[src/rtl/divider_exe_pkg.sv]
// Shared types and constants for the RV32M DIV execution pipe (divider_exe).
package divider_exe_pkg;

    localparam int XLEN        = 32;
    localparam int REG_WIDTH   = 5;
    localparam int DIV_LATENCY = 34;

    // Bit0 selects unsigned, bit1 selects remainder.
    typedef enum logic [1:0] {
        OP_DIV  = 2'b00,
        OP_DIVU = 2'b01,
        OP_REM  = 2'b10,
        OP_REMU = 2'b11
    } div_op_t;

    typedef struct packed {
        div_op_t              div_control;
        logic [REG_WIDTH-1:0] rd;
        logic [XLEN-1:0]      rs1;
        logic [XLEN-1:0]      rs2;
    } ix_div_inf_t;

    typedef struct packed {
        logic [REG_WIDTH-1:0] rd;
        logic [XLEN-1:0]      wr_data;
    } div_wb_inf_t;

    function automatic logic is_signed_op(input div_op_t op);
        return !op[0];
    endfunction

endpackage

[src/rtl/div_sign_fixup.sv]
// Combinational sign handling for the divider: operand magnitudes and result signs on the
// way in, conditional negation plus divide-by-zero forcing on the way out.
module div_sign_fixup
    import divider_exe_pkg::*;
(
    input  logic            pre_signed,
    input  logic [XLEN-1:0] pre_rs1,
    input  logic [XLEN-1:0] pre_rs2,
    output logic [XLEN-1:0] pre_abs_rs1,
    output logic [XLEN-1:0] pre_abs_rs2,
    output logic            pre_neg_quo,
    output logic            pre_neg_rem,
    output logic            pre_div_by_zero,
    input  logic            fix_rem_sel,
    input  logic [XLEN-1:0] fix_quotient,
    input  logic [XLEN-1:0] fix_remainder,
    input  logic [XLEN-1:0] fix_rs1,
    input  logic            fix_neg_quo,
    input  logic            fix_neg_rem,
    input  logic            fix_div_by_zero,
    output logic [XLEN-1:0] fix_result
);

    function automatic logic [XLEN-1:0] cond_neg(input logic neg, input logic [XLEN-1:0] v);
        return neg ? (~v + 1'b1) : v;
    endfunction

    // 0x80000000 negates to itself, which read as unsigned is exactly 2^31.
    assign pre_abs_rs1     = cond_neg(pre_signed && pre_rs1[XLEN-1], pre_rs1);
    assign pre_abs_rs2     = cond_neg(pre_signed && pre_rs2[XLEN-1], pre_rs2);
    assign pre_neg_quo     = pre_signed && (pre_rs1[XLEN-1] ^ pre_rs2[XLEN-1]);
    assign pre_neg_rem     = pre_signed && pre_rs1[XLEN-1];
    assign pre_div_by_zero = (pre_rs2 == '0);

    // NOTE: every output of a combinational block gets a default first, so no path can infer a latch.
    always_comb begin
        fix_result = '0;
        if (fix_rem_sel) begin
            fix_result = fix_div_by_zero ? fix_rs1 : cond_neg(fix_neg_rem, fix_remainder);
        end else begin
            fix_result = fix_div_by_zero ? '1 : cond_neg(fix_neg_quo, fix_quotient);
        end
    end

endmodule

[src/rtl/divider_exe.sv]
// Iterative radix-2 restoring divider for RV32M DIV/DIVU/REM/REMU with a valid/ready result port.
// Optional macro DIV_EARLY_OUT_EN: resolve divide-by-zero and |rs1| < |rs2| in one cycle.
module divider_exe
    import divider_exe_pkg::*;
(
    input  logic        clk,
    input  logic        rst,
    input  logic        ix_div_valid,
    input  ix_div_inf_t ix_div_inf,
    input  logic        wb_do_branch,
    output logic        div_wb_valid,
    output div_wb_inf_t div_wb_inf,
    input  logic        wb_div_ready,
    output logic        div_ix_done
);

    typedef enum logic [1:0] {S_IDLE, S_ITER, S_FIXUP, S_DONE} state_t;

    state_t state, state_nxt;

    logic [5:0]           count;
    logic [XLEN-1:0]      rem_q;
    logic [XLEN-1:0]      quo_q;
    logic [XLEN-1:0]      divisor_q;
    logic [XLEN-1:0]      rs1_q;
    logic [REG_WIDTH-1:0] rd_q;
    logic                 rem_sel_q;
    logic                 neg_quo_q;
    logic                 neg_rem_q;
    logic                 dbz_q;

    logic                 accept;
    logic                 early_out;
    logic                 load_result;
    logic                 use_pre;

    logic                 pre_signed;
    logic [XLEN-1:0]      abs_rs1;
    logic [XLEN-1:0]      abs_rs2;
    logic                 pre_neg_quo;
    logic                 pre_neg_rem;
    logic                 pre_dbz;

    logic [XLEN:0]        trial_shift;
    logic [XLEN:0]        trial_diff;
    logic                 trial_ge;

    logic                 fix_rem_sel;
    logic [XLEN-1:0]      fix_quotient;
    logic [XLEN-1:0]      fix_remainder;
    logic [XLEN-1:0]      fix_rs1;
    logic                 fix_neg_quo;
    logic                 fix_neg_rem;
    logic                 fix_dbz;
    logic [XLEN-1:0]      fix_result;
    logic [REG_WIDTH-1:0] result_rd;

    assign accept     = (state == S_IDLE) && ix_div_valid && !wb_do_branch;
    assign pre_signed = is_signed_op(ix_div_inf.div_control);

`ifdef DIV_EARLY_OUT_EN
    // Trivial cases resolve straight from the operands while still in IDLE.
    assign early_out = pre_dbz || (abs_rs1 < abs_rs2);
    assign use_pre   = (state == S_IDLE);
`else
    assign early_out = 1'b0;
    assign use_pre   = 1'b0;
`endif

    // Early-out reuses the fixup path with quotient 0 and remainder |rs1|.
    assign fix_rem_sel   = use_pre ? ix_div_inf.div_control[1] : rem_sel_q;
    assign fix_quotient  = use_pre ? '0                        : quo_q;
    assign fix_remainder = use_pre ? abs_rs1                   : rem_q;
    assign fix_rs1       = use_pre ? ix_div_inf.rs1            : rs1_q;
    assign fix_neg_quo   = use_pre ? pre_neg_quo               : neg_quo_q;
    assign fix_neg_rem   = use_pre ? pre_neg_rem               : neg_rem_q;
    assign fix_dbz       = use_pre ? pre_dbz                   : dbz_q;
    assign result_rd     = use_pre ? ix_div_inf.rd             : rd_q;

    div_sign_fixup u_sign_fixup (
        .pre_signed      (pre_signed),
        .pre_rs1         (ix_div_inf.rs1),
        .pre_rs2         (ix_div_inf.rs2),
        .pre_abs_rs1     (abs_rs1),
        .pre_abs_rs2     (abs_rs2),
        .pre_neg_quo     (pre_neg_quo),
        .pre_neg_rem     (pre_neg_rem),
        .pre_div_by_zero (pre_dbz),
        .fix_rem_sel     (fix_rem_sel),
        .fix_quotient    (fix_quotient),
        .fix_remainder   (fix_remainder),
        .fix_rs1         (fix_rs1),
        .fix_neg_quo     (fix_neg_quo),
        .fix_neg_rem     (fix_neg_rem),
        .fix_div_by_zero (fix_dbz),
        .fix_result      (fix_result)
    );

    // Partial remainder never exceeds the divisor, so a 33-bit trial is enough for unsigned 2^32-1.
    assign trial_shift = {rem_q, quo_q[XLEN-1]};
    assign trial_diff  = trial_shift - {1'b0, divisor_q};
    assign trial_ge    = !trial_diff[XLEN];

    always_ff @(posedge clk) begin
        if (rst) begin
            state <= S_IDLE;
        end else begin
            state <= state_nxt;
        end
    end

    always_comb begin
        state_nxt   = state;
        div_ix_done = 1'b0;
        if (wb_do_branch) begin
            state_nxt = S_IDLE;
        end else begin
            case (state)
                S_IDLE:  if (ix_div_valid) state_nxt = early_out ? S_DONE : S_ITER;
                S_ITER:  if (count == 6'd31) state_nxt = S_FIXUP;
                S_FIXUP: state_nxt = S_DONE;
                S_DONE: begin
                    if (wb_div_ready) begin
                        state_nxt   = S_IDLE;
                        div_ix_done = 1'b1;
                    end
                end
                default: state_nxt = S_IDLE;
            endcase
        end
    end

    assign load_result = (state_nxt == S_DONE) && (state != S_DONE);

    always_ff @(posedge clk) begin
        if (rst) begin
            count        <= '0;
            div_wb_valid <= 1'b0;
        end else begin
            if (wb_do_branch || div_ix_done) begin
                div_wb_valid <= 1'b0;
            end else if (load_result) begin
                div_wb_valid <= 1'b1;
            end
            if (accept) begin
                count <= '0;
            end else if (state == S_ITER) begin
                count <= count + 1'b1;
            end
        end
    end

    // NOTE: datapath registers carry no reset; they are always loaded before being observed.
    always_ff @(posedge clk) begin
        if (accept) begin
            rd_q      <= ix_div_inf.rd;
            rem_sel_q <= ix_div_inf.div_control[1];
            rs1_q     <= ix_div_inf.rs1;
            quo_q     <= abs_rs1;
            divisor_q <= abs_rs2;
            rem_q     <= '0;
            neg_quo_q <= pre_neg_quo;
            neg_rem_q <= pre_neg_rem;
            dbz_q     <= pre_dbz;
        end else if (state == S_ITER) begin
            rem_q <= trial_ge ? trial_diff[XLEN-1:0] : trial_shift[XLEN-1:0];
            quo_q <= {quo_q[XLEN-2:0], trial_ge};
        end
        if (load_result) begin
            div_wb_inf.rd      <= result_rd;
            div_wb_inf.wr_data <= fix_result;
        end
    end

endmodule

[config.mk]
export PLATFORM = sky130hd
export DESIGN_NAME = divider_exe
export DESIGN_NICKNAME = d
export VERILOG_FILES = /design/src/rtl/divider_exe_pkg.sv /design/src/rtl/div_sign_fixup.sv /design/src/rtl/divider_exe.sv
export SDC_FILE = /design/constraint.sdc
export NUM_CORES = 1
export LEC_CHECK = 0
export BUFFER_PORTS_ARGS = -buffer_cell sky130_fd_sc_hd__buf_4
export CAP_MARGIN = 20
export CORE_UTILIZATION = 54
export CTS_CLUSTER_SIZE = 16
export DETAILED_ROUTE_END_ITERATION = 6
export PLACE_DENSITY = 0.77
export SLEW_MARGIN = 20
export SYNTH_ARGS = -nofsm -noshare
export SYNTH_HDL_FRONTEND = slang
export SYNTH_SLANG_ARGS = --single-unit
[constraint.sdc]
create_clock -name clk -period 4.2 [get_ports clk]
set_clock_uncertainty 0.05 [all_clocks]
set_input_delay 0.84 -clock clk [delete_from_list [all_inputs] [get_ports clk]]
set_output_delay 0.84 -clock clk [all_outputs]
set_load 0.05 [all_outputs]
==> flow_summary_export.csv <==
group,metric,value,unit
run_status,status,"complete, no violations",
global_routing,antenna_found_initial,0,
timing,fin_tns_setup,0,ns
timing,setup_violations,0,
yosys,yosys_warnings,0,
floorplan,core,0.0204,mm2
yosys,synthCells,1211,
yosys,synth-edff-count,142,
drt,routed_wl,27.9,mm
cts,cts_tree,"done",
floorplan,fp-row-count,52,
timing,worst_slack,0.534,ns
drt,via_count,9509,
cts,cts_hold_buf,0,
critical_path,cp.required,4.44,ns
timing,period_minus_slack,3.67,ns
finish,final_util,0.639,
power,max-vdd-ir-drop,424,uV
yosys,ys_ff_latch,183,
global_routing,grt_pass1_wl,45.9,mm
yosys,synth_nets,1325,
timing,clock.fmax,273,MHz
floorplan,die_w,147,um
yosys,synthFlopType,"edfxtp_1",
drt,drtAntennaViolNets,0,
timing,worstMarginPinSlew,0.953,ns
timing,rsz0062_at_grt,"no",
cts,cts_resized,0,
cts,clock_latency,0.45,ns
cts,cts_max_level,4,
cts,cts_made_buffers,17,
global_routing,track_usage,0.266,
power,p_leak,5.00,nW
critical_path,start_kind,"flop",
drt,dr.pass1.iters,6,
cts,clk_path_buf_depth,2,
timing,whs,0.378,ns
global_routing,use_met1,0.327,
critical_path,worstReg2RegStart,"fix_quotient[31]$_DFFE_PP_",
yosys,syn_area,0.0113,mm2
timing,slew_headroom,0.365,
yosys,ys_seq_area_frac,0.449,
drt,routedWlPerCell,17.6,um
finish,antenna_cells,0,
placed_design,dpl.hpwl,19.7,mm
timing,hold_violations,0,
yosys,ys_types,61,
floorplan,pin_count,115,
drt,drc,0,
cts,root_buffer,"clkbuf_16",
timing,finalMaxSlewViolations,0,
drt,drt_iter0_markers,792,
global_routing,overflow,0,
yosys,async_flop_share,0,
cts,clock-sinks,183,
global_routing,grt_busiest_layer,"met2",
yosys,avgSynthCellArea,9.34,um2
placed_design,port_buffers,114,
min_path,hold_path.class,"flop to flop",
finish,syn2layout_area_growth,15.0,%
critical_path,arrival,3.90,ns
cts,cts_setup_buffers,0,
floorplan,die_h,147,um
critical_path,cp_max_fo,21,
power,p_per_area,556,mW/mm2
global_routing,grt_pass1_vias,9295,
global_routing,gr-usage-met3,0.0385,
cts,path_clk_slew,0.07,ns
min_path,worstHoldStart,"rd_q[4]$_DFFE_PP_",
critical_path,worst_setup_path_end_kind,"flop",
critical_path,cp-startpoint,"fix_quotient[31]$_DFFE_PP_",
global_routing,grt_use_met2,0.469,
placed_design,pre_cts_slack,0.583,ns
floorplan,start_util,0.556,
job,maxCapViolCount,0,
global_routing,grt_max_degree,142,
floorplan,dieArea,0.0215,mm2
finish,drive_above_1_share,0.134,
placed_design,gp_congestion,0.858,
critical_path,crit_type,"flop to flop",
finish,num-nets-final,1410,
drt,routed_via_density,6.02,
timing,post-route-period-util,0.873,
## layer usage
metal	part of all wire	routed length (um)
met1	0.42	11600
met2	0.51	14200
met3	0.048	1340
met4	0.028	771
met5	0	0
## sequential cells by signal, indices dropped and copies added, names as in the netlist, 2 cells and up
signal         count
div_wb_inf        37
divisor_q         32
fix_quotient      32
fix_remainder     32
fix_rs1           32
count              6
rd_q               5
state              2
## power breakdown
part | internal [mW] | leakage [nW] | total, mW | switching, mW
sequential | 2.20 | 1.65 | 2.57 | 0.369
clock | 0.846 | 0.285 | 1.61 | 0.765
combinational | 1.26 | 3.07 | 3.06 | 1.80
total | 4.30 | 5.00 | 7.23 | 2.93
## cell usage after synthesis, types with 8 or more instances
master,count,area (um2)
ha_1,37,463
o21ai_0,86,430
a31oi_1,8,50.1
o41ai_1,10,87.6
edfxtp_1,142,4260
nor2b_1,8,50.1
o31ai_1,29,218
nand4_1,9,56.3
nand2b_1,14,87.6
clkbuf_1,59,221
or3_1,8,50.1
nor3_1,22,110
nand3_1,51,255
o311ai_0,8,70.1
xnor2_1,84,736
inv_1,63,236
a21oi_1,104,521
a32oi_1,13,114
dfxtp_1,41,821
nor2_1,97,364
xor2_1,68,596
nor4_1,16,100
nand2_1,119,447
o22a_1,20,175
a21o_1,10,75.1
## cell type report
cell class,instances,area (um2)
Fill cell,1704,7350
Timing Repair Buffer,127,978
Multi-Input combinational cell,904,5790
Inverter,63,236
Clock inverter,14,156
Sequential cell,183,5080
Clock buffer,18,429
Tap cell,270,338
## critical path: stages, from the launching register on
cell and delay (ns):
edfxtp_1 0.33, inv_1 0.11, ha_1 0.23, fa_1 0.38
nand2b_1 0.19, a21o_1 0.21, a211oi_1 0.33, o211a_1 0.24
a2bb2oi_1 0.16, buf_4 0.16, a41oi_1 0.21, xnor2_1 0.30
buf_4 0.32, mux2i_1 0.21, o22ai_1 0.08
## through the flow
step / area, um2 / power [mW] / std cells
after floorplan: 11300 / 4.78 / 1211
after global placement: 12400 / 5.53 / 1546
after detailed placement: 12400 / 5.60 / 1546
after CTS: 13000 / 7.22 / 1578
after global routing: 13000 / 7.69 / 1579
final: 13000 / 7.23 / 1579
## cell usage in the layout (no fill, tap or decap), types with 20 or more instances in the layout
master | netlist | final
a21oi_1 | 104 | 104
buf_4 | 0 | 125
dfxtp_1 | 41 | 41
edfxtp_1 | 142 | 142
ha_1 | 37 | 37
inv_1 | 63 | 63
nand2_1 | 119 | 119
nand3_1 | 51 | 51
nor2_1 | 97 | 96
nor3_1 | 22 | 22
o21ai_0 | 86 | 86
o22a_1 | 20 | 20
o31ai_1 | 29 | 29
xnor2_1 | 84 | 84
xor2_1 | 68 | 67
## worst paths after layout
path	to	slack, ns	depth (start not counted)
max	fix_remainder[10]$_SDFFE_PP0P_	0.53	14
min	div_wb_inf[36]$_DFFE_PP_	0.38	0
max reg2reg	fix_remainder[10]$_SDFFE_PP0P_	0.53	14
min reg2reg	div_wb_inf[36]$_DFFE_PP_	0.38	0
## kinds of logic after synthesis
logic type                 synth area share
and+or+nand+nor                       0.158
AOI/OAI and AO/OA                     0.186
DFF                                   0.449
xor gates and xnor gates              0.118
buffers and inverters                0.0418
adders and majority gates            0.0427
muxes                               0.00442
Power figures use the tool's default switching activity.
